===== src/rtl/hp_au_seq.sv =====
// hp_au_seq: command/response front-end for the HP-AU arithmetic unit.
// Multiply (sel = 8) runs on an iterative shift-add engine producing a
// 2*WIDTH product. Every other opcode goes to the combinational hp_au_top.

// hp_au_top: combinational ALU, one result per opcode.
//   0 add    1 sub    2 and    3 or     4 xor    5 not a   6 a<<1   7 a>>1
//   8 zero (multiply is handled by the sequencer)
//   9 nand  10 nor   11 xnor  12 pass a 13 pass b 14 a+1   15 a-1
module hp_au_top #(
    parameter int WIDTH = 4
) (
    input  logic [WIDTH-1:0] a_i,
    input  logic [WIDTH-1:0] b_i,
    input  logic [3:0]       sel_i,
    output logic [WIDTH-1:0] y_o
);

    // Opcode decode
    always_comb begin
        y_o = '0;
        case (sel_i)
            4'd0:  y_o = a_i + b_i;
            4'd1:  y_o = a_i - b_i;
            4'd2:  y_o = a_i & b_i;
            4'd3:  y_o = a_i | b_i;
            4'd4:  y_o = a_i ^ b_i;
            4'd5:  y_o = ~a_i;
            4'd6:  y_o = a_i << 1;
            4'd7:  y_o = a_i >> 1;
            4'd9:  y_o = ~(a_i & b_i);
            4'd10: y_o = ~(a_i | b_i);
            4'd11: y_o = ~(a_i ^ b_i);
            4'd12: y_o = a_i;
            4'd13: y_o = b_i;
            4'd14: y_o = a_i + WIDTH'(1);
            4'd15: y_o = a_i - WIDTH'(1);
            default: y_o = '0;
        endcase
    end

endmodule

module hp_au_seq #(
    parameter int WIDTH = 4
) (
    input  logic             clk,
    input  logic             rst,
    input  logic             cmd_valid,
    output logic             cmd_ready,
    input  logic [WIDTH-1:0] cmd_a,
    input  logic [WIDTH-1:0] cmd_b,
    input  logic [3:0]       cmd_sel,
    output logic             rsp_valid,
    input  logic             rsp_ready,
    output logic [WIDTH-1:0] rsp_result,
    output logic             rsp_ovf,
    output logic             busy
);

    localparam int              CW     = (WIDTH > 1) ? $clog2(WIDTH) : 1;
    localparam logic [CW-1:0]   K_LAST = CW'(WIDTH - 1);
    localparam logic [3:0]      SEL_MUL = 4'd8;

    typedef enum logic [1:0] {IDLE, EXEC, MUL, DONE} state_t;

    state_t               state_q, state_d;
    logic [WIDTH-1:0]     a_q, a_d;
    logic [WIDTH-1:0]     b_q, b_d;
    logic [3:0]           sel_q, sel_d;
    logic [2*WIDTH-1:0]   acc_q, acc_d;
    logic [CW-1:0]        k_q, k_d;
    logic [WIDTH-1:0]     res_q, res_d;
    logic                 ovf_q, ovf_d;

    logic [WIDTH-1:0]     alu_y;
    logic [2*WIDTH-1:0]   partial;
    logic [2*WIDTH-1:0]   acc_sum;

    // Registered operands feed the ALU so late cmd_* changes cannot leak in.
    hp_au_top #(.WIDTH(WIDTH)) u_alu (
        .a_i   (a_q),
        .b_i   (b_q),
        .sel_i (sel_q),
        .y_o   (alu_y)
    );

    assign cmd_ready  = (state_q == IDLE) && !rst;
    assign rsp_valid  = (state_q == DONE);
    assign busy       = (state_q != IDLE);
    assign rsp_result = res_q;
    assign rsp_ovf    = ovf_q;

    // Shift-add step: add a << k when bit k of b is set.
    always_comb begin
        partial = '0;
        if (b_q[k_q]) partial = {{WIDTH{1'b0}}, a_q} << k_q;
        acc_sum = acc_q + partial;
    end

    // Next-state and datapath update
    always_comb begin
        state_d = state_q;
        a_d     = a_q;
        b_d     = b_q;
        sel_d   = sel_q;
        acc_d   = acc_q;
        k_d     = k_q;
        res_d   = res_q;
        ovf_d   = ovf_q;
        case (state_q)
            IDLE: begin
                if (cmd_valid) begin
                    a_d     = cmd_a;
                    b_d     = cmd_b;
                    sel_d   = cmd_sel;
                    acc_d   = '0;
                    k_d     = '0;
                    state_d = (cmd_sel == SEL_MUL) ? MUL : EXEC;
                end
            end
            EXEC: begin
                res_d   = alu_y;
                ovf_d   = 1'b0;
                state_d = DONE;
            end
            MUL: begin
                acc_d = acc_sum;
                // Stop exactly at k = WIDTH-1 so the counter never wraps.
                if (k_q == K_LAST) begin
                    res_d   = acc_sum[WIDTH-1:0];
                    ovf_d   = |acc_sum[2*WIDTH-1:WIDTH];
                    state_d = DONE;
                end else begin
                    k_d = k_q + CW'(1);
                end
            end
            DONE: begin
                if (rsp_ready) state_d = IDLE;
            end
            default: state_d = IDLE;
        endcase
    end

    // State register with synchronous reset; reset aborts any operation.
    always_ff @(posedge clk) begin
        if (rst) begin
            state_q <= IDLE;
            a_q     <= '0;
            b_q     <= '0;
            sel_q   <= '0;
            acc_q   <= '0;
            k_q     <= '0;
            res_q   <= '0;
            ovf_q   <= 1'b0;
        end else begin
            state_q <= state_d;
            a_q     <= a_d;
            b_q     <= b_d;
            sel_q   <= sel_d;
            acc_q   <= acc_d;
            k_q     <= k_d;
            res_q   <= res_d;
            ovf_q   <= ovf_d;
        end
    end

endmodule


===== config.mk =====
export PLATFORM = sky130hd
export DESIGN_NAME = hp_au_seq
export DESIGN_NICKNAME = d
export VERILOG_FILES = /design/src/rtl/hp_au_seq.sv
export SDC_FILE = /design/constraint.sdc
export NUM_CORES = 1
export LEC_CHECK = 0
export ABC_AREA = 1
export CORE_MARGIN = 2
export CORE_UTILIZATION = 45
export DETAILED_ROUTE_END_ITERATION = 16
export GPL_ROUTABILITY_DRIVEN = 0
export GPL_TIMING_DRIVEN = 0
export PLACE_DENSITY = 0.65
export RECOVER_POWER = 25
export SYNTH_ARGS = -nofsm -noshare
export SYNTH_HDL_FRONTEND = slang
export SYNTH_SLANG_ARGS = --single-unit

===== constraint.sdc =====
create_clock -name clk -period 2.9 [get_ports clk]
set_clock_uncertainty 0.15 [all_clocks]
set_input_delay 0.29 -clock clk [delete_from_list [all_inputs] [get_ports clk]]
set_output_delay 0.29 -clock clk [all_outputs]
set_load 0.1 [all_outputs]

==> impl_metrics.ini <==
[pwr]
power_frac_comb_pct = 59.4
power_switching_mw = 1.31
peakVddDrop_v = 0.00107
p_clk_share_pct = 17.2
p_seq_share_pct = 23.4
power_density_mw_per_mm2 = 903
power.leakage_nw = 1.35
internal-power_mw = 1.22
sw_frac_of_total_pct = 51.8

[sta]
maxSlewHeadroom_pct = 34.5
fmax_mhz = 377
rsz0062_at_grt = no
holdWs_ns = 0.319
hold_viol = 0
final.min_clock_period_ns = 2.65
finalSetupTns_ns = 0
drv_slew = 0
setup_viol = 0
min_period_over_period_pct = 91.4
tightestPinTransition_ns = 0.980

[setup_path]
cp_max_fo = 5
worstPathArrival_ns = 2.67
critPathKind = register to register
crit_path_end_kind = register
crit_slowest_cell = dfxtp_1
rr_worst_depth = 14
crit_chain = nand3_1 > nand2_2 > inv_1 > nor2_1 > inv_1 > o22ai_1 > inv_1 > fa_1 > xor2_1 > o22ai_1 > nor2_1 > nand3_1 > nand2_1 > a21oi_1
timing.rr.start = sel_q[3]
cp_data_required_time_ns = 2.92
slowest_delay_ns = 0.46
path_common_cell = inv_1
cp-start-kind = register
r2r_end = rsp_result[2]
rrSetupSlack_ns = 0.25

[floorplan]
die-area_sq_mm = 0.00590
dieHeight_microns = 76.8
num_io_pins = 24
core_sq_mm = 0.00511
fp.dieW_microns = 76.8
rows = 26
start_util_pct = 46.7

[final_layout]
seqCellArea_sq_um = 581
fin_nets = 453
drive_above_1_share_pct = 5.83
instances_no_fill = 482
diodes = 0
fillers = 538
area_delta_synth_final_pct = 18.0
multi_input_area_sq_mm = 0.00156

[global_route]
grt_pass1_vias = 2412
grt.overflow.total = 0
grt.total_usage_pct = 23.8
antenna_found_initial = 0
grt_pass1_wl_mm = 11.2
grt_max_degree = 11

[drt]
drt_first_pass_iters = 5
ant_nets = 0
routed_wl_mm = 6.46
drt_iter0_drc = 184
vias = 2516
wl_per_cell_microns = 13.4
drc = 0
viasPerCell = 5.22

[clocking]
cts_htree_levels = 2
clk_pin_slew_ns = 0.07
clock-root-buffer = clkbuf_8
clock_sinks = 29
cts_tree = done
postCtsHoldBufs = 0
ctsResizeCount = 0
clk_path_buf_depth = 2
cts_inserted_buffers = 5
postCtsSetupBuffers = 0
clock_latency_ns = 0.29

[yosys]
yosysUniqueCellTypes = 26
syn_nets = 424
synth_edf_count = 0
synth-seq-area-share_pct = 24.4
postSynthAreaPerCell_sq_um = 6.24
ys_ff_latch = 29
yosys_warnings = 0
ys_top_cells_by_count = 88 x nand2_1, 53 x inv_1, 41 x o21ai_0
syn_inst = 382
synth.top_cell.area_share_pct = 24.4
synth.most_common_cell = nand2_1
synth.area.top_cells = dfxtp_1 24%, nand2_1 14%, ha_1 13%
synthFlopType = dfxtp_1
ys_async_sr_fraction_pct = 0
netlist.top_cell.by_area = dfxtp_1
syn-cell-area_sq_mm = 0.00238

[flow_run]
drv_cap = 0

[hold_path]
min_to = acc_q[0]
hold_depth = 2
hold_path.class = register to register
hold_start = acc_q[0]

[placement]
dpl.hpwl_mm = 5.13
port_buffers = 22
place_inst = 474

[run_status]
outcome = completed
[flip-flops by register name, summed over array words and instances (netlist names)]
| register | flops |
|---|---|
| acc_q | 8 |
| state_q | 2 |
| a_q | 4 |
| rsp_ovf | 1 |
| k_q | 2 |
| rsp_result | 4 |
| sel_q | 4 |
| b_q | 4 |
[how the worst max path moves through the flow]
stage / end / startpoint / slack, ns
3_5_place_dp: rsp_ovf / k_q[0] / 0.22
4_1_cts: rsp_ovf / k_q[0] / 0.22
2_1_floorplan: cmd_ready / state_q[0] / 0.09
3_3_place_gp: rsp_ovf / k_q[0] / 0.24
6_report: rsp_result[2] / sel_q[3] / 0.25
5_1_grt: rsp_result[2] / sel_q[3] / 0.01
[metrics by stage]
| step | power [mW] | cell area (sq um) | worst slack [ns] | util [%] |
|---|---|---|---|---|
| after floorplan | 1.71 | 2380 | 0.0860 | - |
| after CTS | 2.53 | 2810 | 0.217 | 55.0 |
| after global routing | 2.76 | 2810 | 0.0108 | 55.0 |
| after global placement | 2.07 | 2690 | 0.237 | 52.7 |
| after detailed placement | 2.09 | 2690 | 0.221 | 52.7 |
| final | 2.54 | 2810 | 0.249 | 55.0 |
[logic make-up (layout without fill, tap and decap cells)]
group           after synthesis  count (layout)  synth area share [%]
buf+inv                      65              95                  10.2
fa+ha+maj                    26              26                  14.3
simple gates                163             163                  28.5
flops                        29              29                  24.4
xor+xnor                      3               3                  1.10
compound gates               96              96                  21.5
[layout make-up]
cell class,count,share of cell area [%]
Sequential cell,29,20.6
Multi-Input combinational cell,288,55.5
Inverter,59,7.88
Tap cell,70,3.12
Clock buffer,7,3.07
Buffer,6,0.846
Timing Repair Buffer,22,7.83
Clock inverter,1,1.07
[worst max-delay path: cells and delay by family (launching register included)]
family	cells	cell delay, ns
buffers and inverters	3	0.23
AOI/OAI and AO/OA	3	0.36
adders and majority gates	1	0.41
and+or+nand+nor	6	0.80
DFF	1	0.46
xor gates and xnor gates	1	0.15
[layout by cell type, fill, tap and decap left out, types with 10 or more instances in the layout]
cell type	count
a21oi_1	36
clkdlybuf4s50_1	22
dfxtp_1	29
ha_1	24
inv_1	53
nand2_1	88
nand3_1	22
nor2_1	37
o21ai_0	41
o22ai_1	10
[power groups by stage]
stage	registers, mW	logic, mW	clock network, mW
floorplan	0.711	1.00	0
global placement	0.597	1.48	0
detailed placement	0.599	1.49	0
CTS	0.590	1.50	0.444
global route	0.607	1.69	0.461
finish	0.593	1.51	0.437
[metal layers]
layer	wire length, microns	track usage [%]
met5	0	0
met4	129	7.45
met3	365	5.88
met2	2800	37.0
met1	3160	32.2
Note: power is estimated with default switching activity, not from simulation.
